### config.mk
export PLATFORM = sky130hd
export DESIGN_NAME = mem_bus_responder
export DESIGN_NICKNAME = d
export VERILOG_FILES = /design/src/rtl/mem_bus_responder.sv
export SDC_FILE = /design/constraint.sdc
export NUM_CORES = 2
export LEC_CHECK = 0
export ABC_CLOCK_PERIOD_IN_PS = 5800
export CORE_ASPECT_RATIO = 1.75
export CORE_MARGIN = 5
export CORE_UTILIZATION = 45
export DETAILED_ROUTE_END_ITERATION = 16
export DONT_BUFFER_PORTS = 1
export PLACE_DENSITY_LB_ADDON = 0.12
export SLEW_MARGIN = 20
export SYNTH_ARGS = -nofsm -noshare
export SYNTH_HDL_FRONTEND = slang
export SYNTH_SLANG_ARGS = --single-unit
### constraint.sdc
create_clock -name CLK -period 5.8 [get_ports CLK]
set_clock_uncertainty 0.2 [all_clocks]
set_input_delay 1.16 -clock CLK [delete_from_list [all_inputs] [get_ports CLK]]
set_output_delay 1.16 -clock CLK [all_outputs]
set_load 0.01 [all_outputs]
### src/rtl/mem_bus_responder.sv
// Wait-state memory responder: latches a bus request, inserts WAIT_CYC wait
// cycles, then acknowledges with read data, an interrupt vector or an error.
module mem_bus_responder #(
    parameter int          ADDR_W   = 8,
    parameter int          WAIT_CYC = 2,
    parameter logic [15:0] IRQ_VEC  = 16'h0040
) (
    input  logic        CLK,
    input  logic        CLR,
    input  logic        MREQ_N,
    input  logic        MIRQ_N,
    input  logic        R_W_N,
    input  logic [15:0] M_ADDR,
    input  logic [15:0] M_WDATA,
    output logic [15:0] m_bus,
    output logic        M_RDY,
    output logic        M_ERR,
    output logic        BUSY
);

    localparam int DEPTH = 1 << ADDR_W;

    localparam logic [1:0] S_IDLE = 2'd0;
    localparam logic [1:0] S_WAIT = 2'd1;
    localparam logic [1:0] S_ACK  = 2'd2;
    localparam logic [1:0] S_HOLD = 2'd3;

    logic [1:0]        state;
    logic [3:0]        cnt;
    logic [15:0]       lat_addr;
    logic [15:0]       lat_wdata;
    logic              lat_rw;
    logic              lat_irq_n;
    logic [15:0]       mem [DEPTH];

    logic              wr_en;
    logic [ADDR_W-1:0] wr_addr;
    logic [15:0]       wr_data;

    function automatic logic in_range(input logic [15:0] a);
        return (a >> ADDR_W) == 16'h0000;
    endfunction

    // Commit happens on the edge entering ACK; with no wait cycles that is
    // the latching edge itself, so the live inputs are used instead.
    always_comb begin
        wr_en   = 1'b0;
        wr_addr = lat_addr[ADDR_W-1:0];
        wr_data = lat_wdata;
        if (state == S_IDLE && !MREQ_N && WAIT_CYC == 0) begin
            wr_en   = !R_W_N && MIRQ_N && in_range(M_ADDR);
            wr_addr = M_ADDR[ADDR_W-1:0];
            wr_data = M_WDATA;
        end else if (state == S_WAIT && cnt == 4'd1) begin
            wr_en = !lat_rw && lat_irq_n && in_range(lat_addr);
        end
    end

    // Memory has no reset so its contents survive CLR.
    always_ff @(posedge CLK) begin
        if (wr_en && !CLR)
            mem[wr_addr] <= wr_data;
    end

    always_ff @(posedge CLK or posedge CLR) begin
        if (CLR) begin
            state     <= S_IDLE;
            cnt       <= 4'd0;
            lat_addr  <= 16'h0000;
            lat_wdata <= 16'h0000;
            lat_rw    <= 1'b0;
            lat_irq_n <= 1'b0;
        end else begin
            unique case (state)
                S_IDLE: begin
                    if (!MREQ_N) begin
                        lat_addr  <= M_ADDR;
                        lat_wdata <= M_WDATA;
                        lat_rw    <= R_W_N;
                        lat_irq_n <= MIRQ_N;
                        if (WAIT_CYC == 0) begin
                            state <= S_ACK;
                        end else begin
                            state <= S_WAIT;
                            cnt   <= 4'(WAIT_CYC);
                        end
                    end
                end
                S_WAIT: begin
                    cnt <= cnt - 4'd1;
                    if (cnt == 4'd1)
                        state <= S_ACK;
                end
                S_ACK: begin
                    state <= MREQ_N ? S_IDLE : S_HOLD;
                end
                S_HOLD: begin
                    if (MREQ_N)
                        state <= S_IDLE;
                end
                default: state <= S_IDLE;
            endcase
        end
    end

    always_comb begin
        m_bus = 16'h0000;
        if (state == S_ACK || state == S_HOLD) begin
            if (!lat_irq_n)
                m_bus = IRQ_VEC;
            else if (lat_rw && in_range(lat_addr))
                m_bus = mem[lat_addr[ADDR_W-1:0]];
        end
    end

    assign M_RDY = (state == S_ACK);
    assign M_ERR = (state == S_ACK) && lat_irq_n && !in_range(lat_addr);
    assign BUSY  = (state != S_IDLE);

endmodule
* Yosys cells after proc, flatten, opt, wreduce, memory -nomap -nowiden
Memories as Yosys holds them, arrays and structs flattened. Index checks and enable logic that the tools add are counted.
Storage, ports and cells: word-level logic and storage cells 47, memories 1, flip-flop bits (word level) 40, memory bits (writable) 4096
Memory list:
- mem | depth 256, bits a word 16, read ports 1, clocked after Yosys merged registers in 0, wr ports 1, RTL line 34 | logic [15:0] mem [DEPTH];
Operators by class: muxes and demuxes 13, bitwise operators 1, equality and inequality tests 7, reductions and logical operators 18, $add $sub $neg 1
Operators with widths (number):
- 2-to-1 mux 16 bit | 3
- zero test 16 bit | 1
- 2-to-1 mux 2 bit | 4
- case mux 2 bit (4 select lines) | 1
- case mux 4 bit (2 select lines) | 1
- logical AND 1 bit | 7
- equality test 2 bit (second input constant) | 2
- equality test 4 x 1 -> 1 bit (second input constant) | 1
- 2-to-1 mux 4 bit | 1
- != test 2 bit (second input constant) | 2
- AND reduction 2 bit | 2
- nonzero test 2 bit | 2
- subtractor 4 x 1 -> 4 bit (second input constant) | 1
- zero test 1 bit | 3
- 2-to-1 mux 1 bit | 3
- AND reduction 3 bit | 1
- equality test 2 x 1 -> 1 bit (second input constant) | 1
- zero test 2 bit | 1
- != test 2 x 1 -> 1 bit (second input constant) | 1
- logical OR 1 bit | 1
- NOT 1 bit | 1

* Logic depth before layout (Yosys ltp)
depth after elaboration 7, gate-level depth with buffers 12, mapped depth without buffers 7

* Least setup slack after synthesis
Ideal clock, no wire load.
path kind in2reg, start input port CLR, end memory mem[243][0], enable pin, slack 1.434 ns, stages on the path 4, data required time 5.170 ns, library setup time 0.430 ns, arrival time 3.735 ns, path through nor4_2 buf_2 nand2_1 nor4_1
Between the ends: word-level cells in the longest chain between the ends 4
RTL lines:
- from (decl) | RTL line 9 | input logic CLR,
- zero test 1 bit (no source line)
- logical AND 1 bit | RTL line 61 | if (wr_en && !CLR)
- 2-to-1 mux 1 bit | RTL line 61
- 2-to-1 mux 1 bit (implied by the code) | RTL line 62 | mem[wr_addr] <= wr_data;
- to (decl) | RTL line 34
Every way passes these cells.

* Worst setup path in the final report
start register lat_addr[0], end output port m_bus[11]
Between the ends: word-level cells in the longest chain between the ends 4
RTL lines:
- from (decl) | RTL line 30 | logic [15:0] lat_addr;
- from (signal assigned) | RTL line 69 | lat_addr <= 16'h0000;
- from (signal assigned) | RTL line 77 | lat_addr <= M_ADDR;
- memory (256 x 16 bit)
- 2-to-1 mux 16 bit | RTL line 111 | else if (lat_rw && in_range(lat_addr))
- 2-to-1 mux 16 bit | RTL line 109 | if (!lat_irq_n)
- 2-to-1 mux 16 bit | RTL line 108 | if (state == S_ACK || state == S_HOLD) begin
- to (decl) | RTL line 15 | output logic [15:0] m_bus,
Every way passes these cells.

==> results.py <==
metrics = {
    "run_status": {
        "status": "finished with violations",
        "violations": "negative setup slack",
    },
    "global_route": {
        "antenna_found_initial": 24,
        "grt_overflow_total": 0,
        "track_usage_pct": 27.05,
        "grt_first_pass_wirelength_um": 681500,
        "grt_start_max_net_pins": 203,
        "grt_pass1_vias": 80964,
    },
    "die": {
        "die_h_um": 795.5,
        "io_pins": 56,
        "num_rows": 288,
        "dieArea_mm2": 0.3650,
        "die_w_um": 458.8,
        "start_util_pct": 45.15,
        "core_area_mm2": 0.3513,
    },
    "placed_design": {
        "placed_area_mm2": 0.1703,
        "portBuffers": 0,
        "place_congestion": 0.9032,
        "hpwl_um": 310100,
    },
    "routing": {
        "finalWirelength_um": 497600,
        "via_count": 79154,
        "drtPass1Iterations": 6,
        "antenna_left": 0,
        "drt_iter0_drc": 9139,
        "wl_per_cell_um": 38.86,
        "post-route-drc-count": 0,
        "avgViaCountPerCell": 6.181,
    },
    "sta": {
        "final-hold-violation-count": 0,
        "finalHoldWorstSlack_ns": 0.1354,
        "setup_viol": 3,
        "slew_violations": 0,
        "worst_pin_slew_ns": 1.317,
        "max-slew-margin-rel_pct": 12.19,
        "finalCritPeriodShare_pct": 101.3,
        "rsz0062_at_grt": "true",
        "fmax_mhz": 170.2,
        "finalWorstSetupSlack_ns": -0.07415,
        "min_period_ns": 5.874,
    },
    "critical_path": {
        "max_stage_delay_ns": 0.57,
        "cp_max_fo": 8,
        "crit_family": "multiplexers",
        "start_kind": "register",
        "crit_type": "register to primary output",
        "cp_cell_sequence": "buf_12 > buf_16 > buf_16 > buf_12 > mux4_2 > mux4_2 > nand3_2 > nand4_1 > a2111oi_4 > a21oi_4 > buf_6",
        "crit_required_ns": 4.44,
        "endpoint_kind": "primary output",
        "arrival_ns": 4.51,
        "slowest_stage": "a2111oi_4",
        "worstPathBufferInverterCount": 5,
    },
    "finish": {
        "regArea_mm2": 0.1241,
        "syn_to_final_growth_pct": 17.70,
        "final_nets": 7881,
        "drive_gt1_share_pct": 37.30,
        "fin_util_pct": 53.15,
        "fill_cells": 26883,
        "design_area_mm2": 0.1867,
        "multiInputGateArea_mm2": 0.03441,
    },
    "power": {
        "p_leak_nw": 59.05,
        "peakVddDrop_uv": 452.0,
        "power.density_mw_per_mm2": 531.5,
        "total_power_mw": 99.24,
    },
    "yosys": {
        "synthCells": 6919,
        "synth_ff_type": "edfxtp_1",
        "syn_nets": 6958,
        "ys_seq_area_share_pct": 78.16,
        "async_reset_ff_share_pct": 0.9671,
        "synth_seq_cells": 4136,
        "synth_edf_count": 4096,
        "ys_types": 61,
        "synth.avg_cell_area_um2": 22.93,
        "yosysWarningCount": 0,
        "netlist_area_mm2": 0.1586,
    },
    "hold_path": {
        "hold_path_class": "input port to register",
    },
    "cts": {
        "clk_pin_slew_ns": 0.07,
        "cts.sinks": 4136,
        "clock_path_buffers": 4,
        "tritoncts": "built",
        "clockRootBuffer": "clkbuf_16",
        "cts_made_buffers": 380,
        "clk_latency_ns": 0.95,
        "cts_htree_levels": 5,
    },
    "run": {
        "cap_violations": 0,
    },
}
[routing by layer]
layer  share of wire (%)  track usage (%)
met5              0.0092                0
met4                 6.6            14.42
met3                 6.6            4.155
met2                  51            46.54
met1                  35            33.12
[placed cells by master, fill, tap and decap left out, types with 63 or more instances in the layout]
cell type / count
buf_12: 108
buf_4: 747
clkbuf_1: 63
clkbuf_16: 390
clkinv_1: 70
clkinv_2: 80
edfxtp_1: 4096
mux2i_1: 148
mux4_2: 1082
nand2_1: 172
nor2_1: 99
nor2_2: 184
[kinds of logic (layout without fill, tap and decap cells)]
group | count (synthesis) | in the layout | synth area share, %
adder cells (fa/ha/maj) | 2 | 2 | 0.01577
AND/OR/NAND/NOR | 658 | 658 | 1.807
buffers and inverters | 419 | 1645 | 1.287
flip-flops | 4136 | 4136 | 78.16
XOR/XNOR | 2 | 2 | 0.01104
other | 0 | 21 | 0
multiplexers | 1311 | 1311 | 16.89
AO/OA/AOI/OAI | 391 | 391 | 1.830
[power breakdown]
| group | switching, mW | leakage, nW | internal [mW] | total (mW) |
|---|---|---|---|---|
| Clock | 11.1 | 6.19 | 14.7 | 25.9 |
| Sequential | 1.12 | 37.4 | 37.6 | 38.7 |
| Combinational | 21.3 | 15.5 | 13.3 | 34.7 |
| Total | 33.6 | 59.0 | 65.7 | 99.2 |
[metrics by stage]
stage / worst slack (ns) / setup TNS [ns] / cells
2_1_floorplan: 1.434 / 0 / 6919
3_3_place_gp: -0.7874 / -2.503 / 11944
3_5_place_dp: -0.6888 / -2.193 / 11944
4_1_cts: -0.1141 / -0.8765 / 12735
5_1_grt: -0.07156 / -0.2930 / 12796
6_report: -0.07415 / -0.1117 / 12806
[worst paths after layout]
path | to | slack, ns | start | cells past startpoint
max | m_bus[11] | -0.07 | lat_addr[0]$_DFFE_PP0P_ | 11
min | state[1]$_DFFE_PP0P_ | 0.14 | MREQ_N | 1
max reg2reg | mem[126][14]$_DFFE_PP_ | 1.19 | lat_addr[13]$_DFFE_PP0P_ | 8
min reg2reg | lat_addr[8]$_DFFE_PP0P_ | 0.31 | lat_addr[8]$_DFFE_PP0P_ | 1
max in group asynchronous | lat_addr[2]$_DFFE_PP0P_ | 4.20 | CLR | 3
min in group asynchronous | lat_addr[10]$_DFFE_PP0P_ | 0.42 | CLR | 2
[cell usage after synthesis (8+ instances only)]
cell      instances  share of area (%)
edfxtp_1       4096                 78
mux4_2         1078                 15
nor2_1          298               0.71
mux2i_1         176                1.1
clkbuf_1        173               0.41
nand2_1         173               0.41
buf_2           110               0.35
nand3_1          75               0.24
buf_4            66               0.31
a22oi_1          65               0.31
a22o_1           51               0.28
buf_1            51               0.12
mux2_2           50               0.35
o21ai_0          41               0.13
o22ai_1          41               0.16
dfrtp_1          40               0.63
a32oi_1          39               0.22
a21oi_1          38               0.12
a221oi_1         36               0.20
nor2b_1          21              0.083
nor3_1           19              0.060
nor4_1           19              0.075
a31oi_1          16              0.063
o32ai_1          16              0.088
nand4_1          10              0.039
buf_6             9              0.064
inv_1             9              0.021
a211oi_1          8              0.038
and2_1            8              0.032
nand2b_1          8              0.032
[repair_timing]
action / CTS / global route
endpoints found under the hold margin: 8 / 0
setup endpoints to repair: 16 / 16
hold buffers: 1 / 0
pin swaps: 39 / 28
buffers inserted: 93 / 46
gates resized for setup: 269 / 92
gates cloned: 17 / 5
[cell type report]
| cell class | instances | area share (%) |
|---|---|---|
| clock inverters | 235 | 1.447 |
| multi-input cells | 2364 | 18.43 |
| clock buffers | 450 | 5.301 |
| inverters | 9 | 0.02680 |
| diodes | 21 | 0.02814 |
| flip-flops and latches | 4136 | 66.45 |
| repair buffers | 950 | 5.203 |
| well taps | 4640 | 3.109 |
| repair inverters | 1 | 0.004691 |
[sequential cells by signal (all words and copies together) (netlist names)]
| signal | flops |
|---|---|
| mem | 4096 |
| lat_addr | 16 |
| lat_wdata | 16 |
| cnt | 4 |
| state | 2 |
| lat_irq_n | 1 |
| lat_rw | 1 |
(Power assumes the default switching activity.)
